### src/rtl/pl_alu_seq.sv
// pl_alu_seq: handshaked EX-stage ALU with a registered result.
// Single-cycle ops (ADD/SUB/AND/OR/XOR/NOT/CMP, and illegal opcodes) produce a
// result one cycle after accept. SHL/SHR shift one bit per cycle (n cycles, with
// n = 0 or 1 finishing in one). MUL is an unsigned shift-add that takes WIDTH cycles.
// The accept edge always performs the first shift/multiply step.
//
// Ports
//   clk, rst            rising-edge clock, synchronous active-high reset
//   in_valid/in_ready   operation handshake (in_ready high only in IDLE)
//   opcode, op1, op2    operation and operands (op2[SHW-1:0] is the shift amount)
//   carry_in            carry into ADD
//   out_valid/out_ready result handshake; the result is held until consumed
//   dout, dout_hi       result (MUL: low/high halves of the product)
//   cout                ADD/SUB/CMP carry out, SHL/SHR last bit shifted out
//   comp_gt/lt/eq       CMP unsigned relation flags
//   op_err              illegal opcode
module pl_alu_seq #(
  parameter int unsigned WIDTH = 8
) (
  input  logic             clk,
  input  logic             rst,
  input  logic             in_valid,
  output logic             in_ready,
  input  logic [3:0]       opcode,
  input  logic [WIDTH-1:0] op1,
  input  logic [WIDTH-1:0] op2,
  input  logic             carry_in,
  output logic             out_valid,
  input  logic             out_ready,
  output logic [WIDTH-1:0] dout,
  output logic [WIDTH-1:0] dout_hi,
  output logic             cout,
  output logic             comp_gt,
  output logic             comp_lt,
  output logic             comp_eq,
  output logic             op_err
);

  localparam int unsigned SHW  = $clog2(WIDTH);
  localparam int unsigned CNTW = $clog2(WIDTH + 1);

  localparam logic [3:0] OP_ADD = 4'd0;
  localparam logic [3:0] OP_SUB = 4'd1;
  localparam logic [3:0] OP_AND = 4'd2;
  localparam logic [3:0] OP_OR  = 4'd3;
  localparam logic [3:0] OP_XOR = 4'd4;
  localparam logic [3:0] OP_NOT = 4'd5;
  localparam logic [3:0] OP_CMP = 4'd6;
  localparam logic [3:0] OP_SHL = 4'd7;
  localparam logic [3:0] OP_SHR = 4'd8;
  localparam logic [3:0] OP_MUL = 4'd9;

  typedef enum logic [1:0] {
    S_IDLE = 2'd0,
    S_BUSY = 2'd1,
    S_DONE = 2'd2
  } state_e;

  state_e           state_q, state_d;
  logic [3:0]       opc_q, opc_d;
  logic [WIDTH-1:0] work_hi_q, work_hi_d;
  logic [WIDTH-1:0] work_lo_q, work_lo_d;
  logic [WIDTH-1:0] mcand_q, mcand_d;
  logic [CNTW-1:0]  cnt_q, cnt_d;

  logic             in_ready_q, in_ready_d;
  logic             out_valid_q, out_valid_d;
  logic [WIDTH-1:0] dout_q, dout_d;
  logic [WIDTH-1:0] dout_hi_q, dout_hi_d;
  logic             cout_q, cout_d;
  logic             gt_q, gt_d;
  logic             lt_q, lt_d;
  logic             eq_q, eq_d;
  logic             err_q, err_d;

  // Single-cycle arithmetic on the live operands
  logic [WIDTH:0]   add_sum;
  logic [WIDTH:0]   sub_sum;
  logic [SHW-1:0]   sh_amt;

  always_comb begin
    add_sum = {1'b0, op1} + {1'b0, op2} + {{WIDTH{1'b0}}, carry_in};
    sub_sum = {1'b0, op1} + {1'b0, ~op2} + {{WIDTH{1'b0}}, 1'b1};
    sh_amt  = op2[SHW-1:0];
  end

  // One iteration of shift / shift-add multiply. In IDLE it works on the
  // incoming operands (first step on the accept edge), otherwise on the work regs.
  logic [3:0]       step_op;
  logic [WIDTH-1:0] step_lo, step_hi, step_mc;
  logic [WIDTH:0]   mul_sum;
  logic [WIDTH-1:0] step_res_lo, step_res_hi;
  logic             step_res_co;

  always_comb begin
    if (state_q == S_IDLE) begin
      step_op = opcode;
      step_lo = (opcode == OP_MUL) ? op2 : op1;
      step_hi = '0;
      step_mc = op1;
    end else begin
      step_op = opc_q;
      step_lo = work_lo_q;
      step_hi = work_hi_q;
      step_mc = mcand_q;
    end

    mul_sum = {1'b0, step_hi} + (step_lo[0] ? {1'b0, step_mc} : {(WIDTH + 1){1'b0}});

    case (step_op)
      OP_SHL: begin
        step_res_lo = {step_lo[WIDTH-2:0], 1'b0};
        step_res_hi = '0;
        step_res_co = step_lo[WIDTH-1];
      end
      OP_SHR: begin
        step_res_lo = {1'b0, step_lo[WIDTH-1:1]};
        step_res_hi = '0;
        step_res_co = step_lo[0];
      end
      default: begin
        // Product shifts right through {hi, lo}; multiplier bits leave lo[0]
        step_res_lo = {mul_sum[0], step_lo[WIDTH-1:1]};
        step_res_hi = mul_sum[WIDTH:1];
        step_res_co = 1'b0;
      end
    endcase
  end

  // Next-state and output-register logic
  always_comb begin
    state_d     = state_q;
    opc_d       = opc_q;
    work_hi_d   = work_hi_q;
    work_lo_d   = work_lo_q;
    mcand_d     = mcand_q;
    cnt_d       = cnt_q;
    out_valid_d = out_valid_q;
    dout_d      = dout_q;
    dout_hi_d   = dout_hi_q;
    cout_d      = cout_q;
    gt_d        = gt_q;
    lt_d        = lt_q;
    eq_d        = eq_q;
    err_d       = err_q;

    case (state_q)
      S_IDLE: begin
        if (in_valid) begin
          opc_d       = opcode;
          dout_d      = '0;
          dout_hi_d   = '0;
          cout_d      = 1'b0;
          gt_d        = 1'b0;
          lt_d        = 1'b0;
          eq_d        = 1'b0;
          err_d       = 1'b0;
          out_valid_d = 1'b1;
          state_d     = S_DONE;
          case (opcode)
            OP_ADD: begin
              dout_d = add_sum[WIDTH-1:0];
              cout_d = add_sum[WIDTH];
            end
            OP_SUB: begin
              dout_d = sub_sum[WIDTH-1:0];
              cout_d = sub_sum[WIDTH];
            end
            OP_AND: dout_d = op1 & op2;
            OP_OR:  dout_d = op1 | op2;
            OP_XOR: dout_d = op1 ^ op2;
            OP_NOT: dout_d = ~op1;
            OP_CMP: begin
              dout_d = sub_sum[WIDTH-1:0];
              cout_d = sub_sum[WIDTH];
              gt_d   = (op1 > op2);
              lt_d   = (op1 < op2);
              eq_d   = (op1 == op2);
            end
            OP_SHL, OP_SHR: begin
              if (sh_amt == '0) begin
                dout_d = op1;
              end else if (sh_amt == SHW'(1)) begin
                dout_d = step_res_lo;
                cout_d = step_res_co;
              end else begin
                out_valid_d = 1'b0;
                state_d     = S_BUSY;
                work_lo_d   = step_res_lo;
                cnt_d       = CNTW'(sh_amt) - CNTW'(1);
              end
            end
            OP_MUL: begin
              out_valid_d = 1'b0;
              state_d     = S_BUSY;
              work_hi_d   = step_res_hi;
              work_lo_d   = step_res_lo;
              mcand_d     = op1;
              cnt_d       = CNTW'(WIDTH - 1);
            end
            default: err_d = 1'b1;
          endcase
        end
      end

      S_BUSY: begin
        // cnt_q holds the steps still to run, including this one
        work_hi_d = step_res_hi;
        work_lo_d = step_res_lo;
        cnt_d     = cnt_q - CNTW'(1);
        if (cnt_q == CNTW'(1)) begin
          state_d     = S_DONE;
          out_valid_d = 1'b1;
          dout_d      = step_res_lo;
          dout_hi_d   = step_res_hi;
          cout_d      = step_res_co;
        end
      end

      S_DONE: begin
        if (out_ready) begin
          state_d     = S_IDLE;
          out_valid_d = 1'b0;
          dout_d      = '0;
          dout_hi_d   = '0;
          cout_d      = 1'b0;
          gt_d        = 1'b0;
          lt_d        = 1'b0;
          eq_d        = 1'b0;
          err_d       = 1'b0;
        end
      end

      default: state_d = S_IDLE;
    endcase

    in_ready_d = (state_d == S_IDLE);
  end

  // State and output registers
  always_ff @(posedge clk) begin
    if (rst) begin
      state_q     <= S_IDLE;
      opc_q       <= '0;
      work_hi_q   <= '0;
      work_lo_q   <= '0;
      mcand_q     <= '0;
      cnt_q       <= '0;
      in_ready_q  <= 1'b1;
      out_valid_q <= 1'b0;
      dout_q      <= '0;
      dout_hi_q   <= '0;
      cout_q      <= 1'b0;
      gt_q        <= 1'b0;
      lt_q        <= 1'b0;
      eq_q        <= 1'b0;
      err_q       <= 1'b0;
    end else begin
      state_q     <= state_d;
      opc_q       <= opc_d;
      work_hi_q   <= work_hi_d;
      work_lo_q   <= work_lo_d;
      mcand_q     <= mcand_d;
      cnt_q       <= cnt_d;
      in_ready_q  <= in_ready_d;
      out_valid_q <= out_valid_d;
      dout_q      <= dout_d;
      dout_hi_q   <= dout_hi_d;
      cout_q      <= cout_d;
      gt_q        <= gt_d;
      lt_q        <= lt_d;
      eq_q        <= eq_d;
      err_q       <= err_d;
    end
  end

  assign in_ready  = in_ready_q;
  assign out_valid = out_valid_q;
  assign dout      = dout_q;
  assign dout_hi   = dout_hi_q;
  assign cout      = cout_q;
  assign comp_gt   = gt_q;
  assign comp_lt   = lt_q;
  assign comp_eq   = eq_q;
  assign op_err    = err_q;

endmodule
### config.mk
export PLATFORM = sky130hd
export DESIGN_NAME = pl_alu_seq
export DESIGN_NICKNAME = d
export VERILOG_FILES = /design/src/rtl/pl_alu_seq.sv
export SDC_FILE = /design/constraint.sdc
export NUM_CORES = 1
export LEC_CHECK = 0
export ABC_AREA = 1
export BUFFER_PORTS_ARGS = -buffer_cell sky130_fd_sc_hd__buf_2
export CAP_MARGIN = 5
export CORE_ASPECT_RATIO = 1.4
export CORE_MARGIN = 3
export CORE_UTILIZATION = 50
export CTS_CLUSTER_SIZE = 28
export DETAILED_ROUTE_END_ITERATION = 6
export PLACE_DENSITY = 0.69
export SLEW_MARGIN = 20
export SYNTH_ARGS = -nofsm -noshare
export SYNTH_HDL_FRONTEND = slang
export SYNTH_SLANG_ARGS = --single-unit
### constraint.sdc
create_clock -name clk -period 5.15 [get_ports clk]
set_input_delay 0.7725 -clock clk [delete_from_list [all_inputs] [get_ports clk]]
set_output_delay 0.7725 -clock clk [all_outputs]
set_load 0.05 [all_outputs]
; Word-level counts from Yosys, hierarchy flattened
; Cells that the tools add are included.
[op_classes]
n_addsub = 7
order_cmp = 2
eq_ne = 23
muxes = 64
n_bitwise = 5
reduce_logical = 17
[op_table]
columns = cell, count
row1 = $mux W8, 18
row2 = $pmux W8 S2, 4
row3 = $pmux W8 S7, 1
row4 = $pmux W8 S3, 2
row5 = $add A8 B8 Y9, 3
row6 = $eq A4 B3 Y1 const B, 5
row7 = $mux W1, 17
row8 = $mux W4, 4
row9 = $not A8 Y8, 2
row10 = $pmux W4 S2, 2
row11 = $eq A4 B4 Y1 const B, 3
row12 = $pmux W1 S2, 6
row13 = $mux W2, 5
row14 = $reduce_or A10 Y1, 1
row15 = $add A9 B1 Y9, 1
row16 = $add A9 B1 Y9 const B, 1
row17 = $pmux W1 S3, 3
row18 = $reduce_and A3 Y1, 3
row19 = $and A8 B8 Y8, 1
row20 = $eq A4 B1 Y1 const B, 2
row21 = $eq A4 B2 Y1 const B, 2
row22 = $eq A8 B8 Y1, 1
row23 = $gt A8 B8 Y1, 1
row24 = $lt A8 B8 Y1, 1
row25 = 22 further kinds, 29
[totals]
ff_bits = 57
in_bits = 25
out_inout_bits = 23
word_cells = 133

; Longest topological paths before layout
; Gate-level depths: netlist of the first run.
[logic_depth]
word_depth = 11
mapped_depth = 18
mapped_depth_nobuf = 18

; Least setup slack after synthesis of the first run
; OpenSTA, ideal clock, no wires.
[synth_timing]
path_kind = input to register
from = in opcode[0]
to = reg dout_hi_q[5] (netlist: dout_hi[5])
t_arrival_ps = 2875
required_ps = 5080
slack_ps = 2204
path_stages = 17
n_path_buf = 0
cell_sequence = inv_1 -> nor2_2 -> nand2_2 -> o21ai_1 -> nand2_1 -> nand2_1 -> a211oi_1 -> ha_1 -> fa_1 -> nand3_1 -> nand3_1 -> nand2_1 -> nand2_1 -> a21oi_1 -> or2_2 -> nand4_1 -> a21oi_1
[synth_via]
elab_chain_len = 8
elab_cells_between_ends = 12
[synth_rtl]
columns = item, line
row1 = from (decl), 24  ; input logic [3:0] opcode,
row2 = $eq A4 B4 Y1, 98  ; step_lo = (opcode == OP_MUL) ? op2 : op1;
row3 = $mux W8, 98
row4 = $mux W8, 96  ; if (state_q == S_IDLE) begin
row5 = $mux W8, 108  ; mul_sum = {1'b0, step_hi} + (step_lo[0] ? {1'b0, step_mc} : {(WIDTH + 1){1'b0}});
row6 = $add A8 B8 Y9, 108
row7 = $mux W8 *, 110  ; case (step_op)
row8 = $mux W8 *, 211  ; if (cnt_q == CNTW'(1)) begin
row9 = $pmux W8 S3 *, 147  ; case (state_q)
row10 = to (signal assigned), 268  ; dout_hi_q <= dout_hi_d;
row11 = to (decl), 69  ; logic [WIDTH-1:0] dout_hi_q, dout_hi_d;
; Every way passes the cells marked *; elsewhere a longest branch is shown, timed or not. The select of a mux whose other input is x is not followed.
; A chain may end at the register's enable or synchronous reset.

; Final worst setup path of the first run
[layout_timing]
from = reg state_q[1]
to = reg work_hi_q[5]
[layout_via]
elab_chain_len = 8
elab_cells_between_ends = 19
[layout_rtl]
columns = item, line
row1 = from (decl), 59  ; state_e state_q, state_d;
row2 = from (signal assigned), 259  ; state_q <= state_d;
row3 = $logic_not A2 Y1, "96, 147"
row4 = $mux W8 / $mux W4 (equally long branches), 96
row5 = $mux W8 (tied with other cells), 108
row6 = $add A8 B8 Y9 / $reduce_or A2 Y1 (equally long branches), n/a
row7 = $mux W8, 110
row8 = $mux W8, 160  ; case (opcode)
row9 = $mux W8, 149  ; if (in_valid) begin
row10 = $pmux W8 S2, 147
row11 = to (signal assigned), 261  ; work_hi_q <= work_hi_d;
row12 = to (decl), 61  ; logic [WIDTH-1:0] work_hi_q, work_hi_d;
; Several ways; a longest one is shown, not always the timed one. The select of a mux whose other input is x is not followed.

==> results of run 1 <==
## routing by layer
layer / up-vias / track usage
met4: 0 / 0.203
met3: 71 / 0.0420
li1: 2601 / -
met5: - / 0
met1: 2371 / 0.295
met2: 172 / 0.526
## state kept, by name, summed over array words and instances, names as in the netlist, 2 cells and up
signal and cells:
dout 8, dout_hi 8, work_lo_q 8, work_hi_q 8, mcand_q 8, cnt_q 4
state_q 2, opc_q 4
## layout make-up
| cell class | instances | share of cell area |
|---|---|---|
| inverter | 89 | 0.0625 |
| multi-input combinational | 590 | 0.596 |
| clock buffer | 11 | 0.0441 |
| timing repair buffer | 49 | 0.0455 |
| clock inverter | 5 | 0.0143 |
| sequential | 57 | 0.207 |
| tap | 132 | 0.0300 |
## cells by family after synthesis
family / after synthesis / synth area share
flops: 57 / 0.232
xor+xnor: 6 / 0.0107
buf+inv: 113 / 0.0999
fa+ha+maj: 45 / 0.121
simple gates: 371 / 0.343
compound gates: 168 / 0.193
## placed cells by master, fill, tap and decap left out, types with 9 or more instances in the layout
cell type / instances
nand3_1: 66
nor2_1: 55
ha_1: 41
nand2_1: 193
dfxtp_1: 57
o21ai_0: 40
nand4_1: 10
inv_1: 78
buf_2: 47
clkbuf_16: 9
a21oi_1: 85
a211oi_1: 9
o22ai_1: 9
## path summary, 6_finish.rpt
| kind | slack, ps | cells past startpoint | startpoint | end |
|---|---|---|---|---|
| min reg2reg | 460 | 2 | dout_hi[2]$_SDFFE_PP0P_ | dout_hi[2]$_SDFFE_PP0P_ |
| max | 1900 | 15 | state_q[1]$_SDFF_PP0_ | work_hi_q[5]$_SDFFE_PP0P_ |
| min | 460 | 2 | dout_hi[2]$_SDFFE_PP0P_ | dout_hi[2]$_SDFFE_PP0P_ |
| max reg2reg | 1900 | 15 | state_q[1]$_SDFF_PP0_ | work_hi_q[5]$_SDFFE_PP0P_ |
## tightest hold or removal path, stage by stage (launching register included)
cell and delay (ps):
dfxtp_1 300, nand2_1 60, a21oi_1 50
## stage by stage
stage | cells | utilization | cell area [um^2] | setup slack, ps
finish | 933 | 0.578 | 5500 | 1900
global placement | 917 | 0.545 | 5180 | 1780
global route | 933 | 0.578 | 5500 | 1610
CTS | 933 | 0.578 | 5500 | 1930
floorplan | 760 | - | 4910 | 2200
detailed placement | 917 | 0.545 | 5180 | 1670
## report_power, final
| part | total, mW | switching (mW) | internal (mW) |
|---|---|---|---|
| combinational | 0.511 | 0.362 | 0.148 |
| sequential | 0.499 | 0.0196 | 0.479 |
| clock | 0.642 | 0.207 | 0.435 |
==> reports/qor.txt, run 1 <==
status - finished, final reports clean
number of buffers added on ports - 47
GRT Residual Overflow - 0
CP Capture Type - flop
area of the multi-input gates - 3280 um^2
Top FF cell, synth - dfxtp_1
FF/Latch Area - 1140 um^2
first-pass GRT wire length - 25000 um
Max Fclk - 308 MHz
fin crit share - 0.631
Tmin final - 3250 ps
Netlist Area Pre-Place - 4910 um^2
clk sinks - 57
Max Cap Violations - 0
Top Metal Used - met4
Arr. time, crit path - 3500 ps
die area - 11100 um^2
fillers - 941
row count - 42
RSZ-0062 raised after global routing - no
total CTS buffers - 9
chip height - 123 um
crit path max fanout - 18
PD cells - 300 nW/um^2
CORE AREA - 9510 um^2
post-synth top area cell - dfxtp_1
Pwr Total - 1.65 mW
Clock Pin Slew Worst Setup and Hold Paths - 50 ps
Syn Nets - 830
Hold Buf Count CTS - 0
depth of the CTS H-tree - 3
Detailed Routing Iterations Pass 1 - 5
pin count of the biggest net entering global routing - 30
post-cts sizing count - 0
Area contributors post-synth - dfxtp_1, nand2_1, ha_1
Req. time, crit path - 5400 ps
Pleak - 2.64 nW
Final Hold Fails - 0
detailed-route wire length - 15600 um
number of DRC markers in iteration 0 - 359
diodes inserted - 0
relative max-transition margin - 0.439
met3 wire len - 625 um
Post-Syn Instances - 760
final net count - 866
dpl hpwl - 12300 um
Worst path max stage delay - 460 ps
clk buf depth - 2
GRT Overall Usage - 0.284
Setup Viol. Count Final - 0
crit-path cells - inv_1, ha_1, or2_2, nand2_1, a211oi_1, ha_1, fa_1, nand3_1, nand3_1, nand2_1, nand2_1, a21oi_1, or2_2, nand3_1, a21oi_1
Avg Synthesized Cell Area - 6.46 um^2
share of post-route cells with drive strength above 1 - 0.140
Routed WL per cell - 16.7 um
area growth from synthesis to layout - 12.0%
CP delay by family, top - simple AND/OR/NAND/NOR gates
critical path type - reg2reg
gpl congestion - 0.966
top cell type's share of synthesized area - 0.232
initial antenna violation count - 0
register bit total from synthesis - 57
Setup Fix Bufs, Post-CTS - 0
Commonest cells post-synth - nand2_1, a21oi_1, inv_1
worst hold path class - reg2reg
clock root buffer master - clkbuf_16
width of the chip - 89.8 um
DRT antenna net count - 0
metal1 wirelength - 6070 um
Clock Latency Late Sink - 330 ps
routed wl met2 - 7840 um
Post-synth EDFFs - 0
Initial Util - 0.516
post-synthesis sequential area ratio - 0.232
CTS tree - built
Hold WS - 461 ps
setup TNS - 0 ps
Worst-Margin Slew - 841 ps
Final Skew - 8.46 ps
worst vdd ir - 0.151 mV
number of top-level pins - 48
FFs w/ async S/R, synth - 0
Critical Path Slowest Stage Cell - ha_1
via/cell ratio - 5.59
Yosys cell types - 49
YS warnings - 0
max-slew violation count - 0
DR vias - 5215
most frequent cell after synthesis - nand2_1
vias in the first global route - 5075
Residual DRC - 0
worst path bufs/invs - 1
Critical Path Start Type - flop
Power figures use the tool's default switching activity.
==> inputs of run 2 (changes only) <==
- PLACE_DENSITY: 0.69 -> 0.72
- clock period: 5.15 -> 2.95 ns (I/O delays scaled with it)
==> run 2 against run 1 <==
Critical path depth did not move. First-iteration DRC count rose by 45%. Via count rose by 1.7%. Global-route usage fell by 0.82 points. Highest routed layer unchanged. Non-clock buffer count rose by 8. Cell count rose by 0.86%. Design area rose by 1.7%. Flip-flop and latch count did not move. Core utilization rose by 0.99 points. Sequential share of layout area fell by 0.33 points.
==> reports/qor.txt, run 2 (synthesis gave the netlist of run 1 again) <==
status - finished, final reports clean (unchanged)
CP delay by family, top - simple AND/OR/NAND/NOR gates (unchanged)
Detailed Routing Iterations Pass 1 - 5 (unchanged)
dpl hpwl - 12000 um (was 12300 um)
final net count - 874 (was 866)
Cells after DPL - 925 (was 917)
pin count of the biggest net entering global routing - 30 (unchanged)
via/cell ratio - 5.64 (was 5.59)
crit path max fanout - 4 (was 18)
share of post-route cells with drive strength above 1 - 0.152 (was 0.140)
number of DRC markers in iteration 0 - 522 (was 359)
Req. time, crit path - 3210 ps (was 5400 ps)
Worst path max stage delay - 370 ps (was 460 ps)
Tmin final - 2690 ps (was 3250 ps)
worst path bufs/invs - 1 (unchanged)
Finished Cell Area - 5600 um^2 (was 5500 um^2)
Critical Path Slowest Stage Cell - dfxtp_1 (was ha_1)
DRT antenna net count - 0 (unchanged)
Worst Hold End - mcand_q[5]$_SDFFE_PP0P_ (was dout_hi[2]$_SDFFE_PP0P_)
Critical Path Start Type - flop (unchanged)
CP Capture Type - flop (unchanged)
number of buffers added on ports - 47 (unchanged)
logic depth of the worst setup path including buffers - 15 (unchanged)
area growth from synthesis to layout - 13.9% (was 12.0%)
width of the chip - 89.8 um (unchanged)
depth of the CTS H-tree - 3 (unchanged)
Clock Pin Slew Worst Setup and Hold Paths - 50 ps (about the same)
die area - 11100 um^2 (unchanged)
hold_sp - op1[5] (was dout_hi[2]$_SDFFE_PP0P_)
total CTS buffers - 9 (unchanged)
DP Area - 5240 um^2 (was 5180 um^2)
max-slew violation count - 0 (unchanged)
commonest non-fill, non-tap cell in the layout - nand2_1 (unchanged)
fillers - 896 (was 941)
critical path type - reg2reg (unchanged)
vias in the first global route - 4951 (was 5075)
GRT Residual Overflow - 0 (unchanged)
FF-to-FF path depth - 15 (unchanged)
worst r2r src - state_q[0]$_SDFF_PP0_ (was state_q[1]$_SDFF_PP0_)
RSZ-0062 raised after global routing - no (unchanged)
fin crit share - 0.911 (was 0.631)
Max Fclk - 372 MHz (was 308 MHz)
setup TNS - 0 ps (unchanged)
dpl ws - 80.0 ps (was 1670 ps)
clk buf depth - 2 (unchanged)
gpl congestion - 1.01 (was 0.966)
first-pass GRT wire length - 24300 um (was 25000 um)
row count - 42 (unchanged)
crit-path cells - inv_1, ha_2, or2_2, nand2_1, a211oi_1, ha_1, fa_2, nand3_1, nand3_1, nand2_1, nand2_1, a21oi_1, or2_2, nand3_1, a21oi_1 (was inv_1, ha_1, or2_2, nand2_1, a211oi_1, ha_1, fa_1, nand3_1, nand3_1, nand2_1, nand2_1, a21oi_1, or2_2, nand3_1, a21oi_1)
Clock Latency Late Sink - 330 ps (about the same)
Max Cap Violations - 0 (unchanged)
initial antenna violation count - 0 (unchanged)
Final Hold Fails - 0 (unchanged)
hold path cells - 3 (was 2)
worst hold path class - in2reg (was reg2reg)
diodes inserted - 0 (unchanged)
GRT Overall Usage - 0.276 (was 0.284)
Pleak - 2.69 nW (was 2.64 nW)
setup ws final - 264 ps (was 1900 ps)
Non-Filler Instances - 941 (was 933)
Setup Viol. Count Final - 0 (unchanged)
Arr. time, crit path - 2940 ps (was 3500 ps)
Final Skew - 5.36 ps (was 8.46 ps)
Reg2Reg Setup Slack - 260 ps (was 1900 ps)
CTS tree - built (unchanged)
chip height - 123 um (unchanged)
Worst-Margin Slew - 860 ps (was 841 ps)
number of top-level pins - 48 (unchanged)
relative max-transition margin - 0.426 (was 0.439)
clk sinks - 57 (unchanged)
r2r endpoint - work_hi_q[5]$_SDFFE_PP0P_ (unchanged)
DR vias - 5303 (was 5215)
Routed WL per cell - 16.2 um (was 16.7 um)
worst vdd ir - 0.222 mV (was 0.151 mV)
PD cells - 536 nW/um^2 (was 300 nW/um^2)
Initial Util - 0.516 (unchanged)
commonest non-fill, non-tap cells in the layout - nand2_1, a21oi_1, inv_1, nand3_1, dfxtp_1 (unchanged)
detailed-route wire length - 15300 um (was 15600 um)
CORE AREA - 9510 um^2 (unchanged)
clock root buffer master - clkbuf_16 (unchanged)
Residual DRC - 0 (unchanged)
run 2: through the flow:
step | hold WS, ps | power, mW | utilization
2_1_floorplan | 430 | 1.54 | -
3_5_place_dp | 450 | 1.78 | 0.551
3_3_place_gp | 446 | 1.76 | 0.551
5_1_grt | 483 | 3.14 | 0.588
4_1_cts | 445 | 2.99 | 0.587
6_report | 451 | 3.00 | 0.588
run 2: power by group:
group / switching, mW / total [mW] / internal (mW)
Clock: 0.374 / 1.22 / 0.846
Combinational: 0.636 / 0.908 / 0.272
Sequential: 0.0352 / 0.872 / 0.836
Total: 1.05 / 3.00 / 1.95
run 2: worst max-delay path by stage:
stage	startpoint	to	slack, ps
final	state_q[0]$_SDFF_PP0_	work_hi_q[5]$_SDFFE_PP0P_	260
after global routing	state_q[0]$_SDFF_PP0_	dout_hi[5]$_SDFFE_PP0P_	60
after CTS	state_q[1]$_SDFF_PP0_	dout_hi[5]$_SDFFE_PP0P_	170
after detailed placement	opcode[2]	dout_hi[5]$_SDFFE_PP0P_	80
after global placement	opcode[2]	dout_hi[5]$_SDFFE_PP0P_	190
after floorplan	state_q[1]$_SDFF_PP0_	dout_hi[5]$_SDFFE_PP0P_	140
run 2: area by class of cell:
| cell class | instances | area (um^2) | area share |
|---|---|---|---|
| Timing Repair Buffer | 57 | 314 | 0.0561 |
| Clock buffer | 11 | 243 | 0.0434 |
| Inverter | 89 | 344 | 0.0615 |
| Tap cell | 132 | 165 | 0.0295 |
| Sequential cell | 57 | 1140 | 0.204 |
| Clock inverter | 5 | 103 | 0.0183 |
| Multi-Input combinational cell | 590 | 3280 | 0.587 |
run 2: repair_timing:
action,CTS,global route
hold buffers,0,0
setup buffers,0,0
setup endpoints to repair,0,2
gates resized for setup,0,4
run 2: metal layers:
layer  global-route usage  share of wire
met1                0.295           0.38
met2                0.514           0.50
met3               0.0420          0.056
met4                0.167          0.062
met5                    0              0
run 2: worst min-delay path, cell delays in order:
cell and delay, ps:
buf_2 140, nand3_1 90, a21oi_1 60
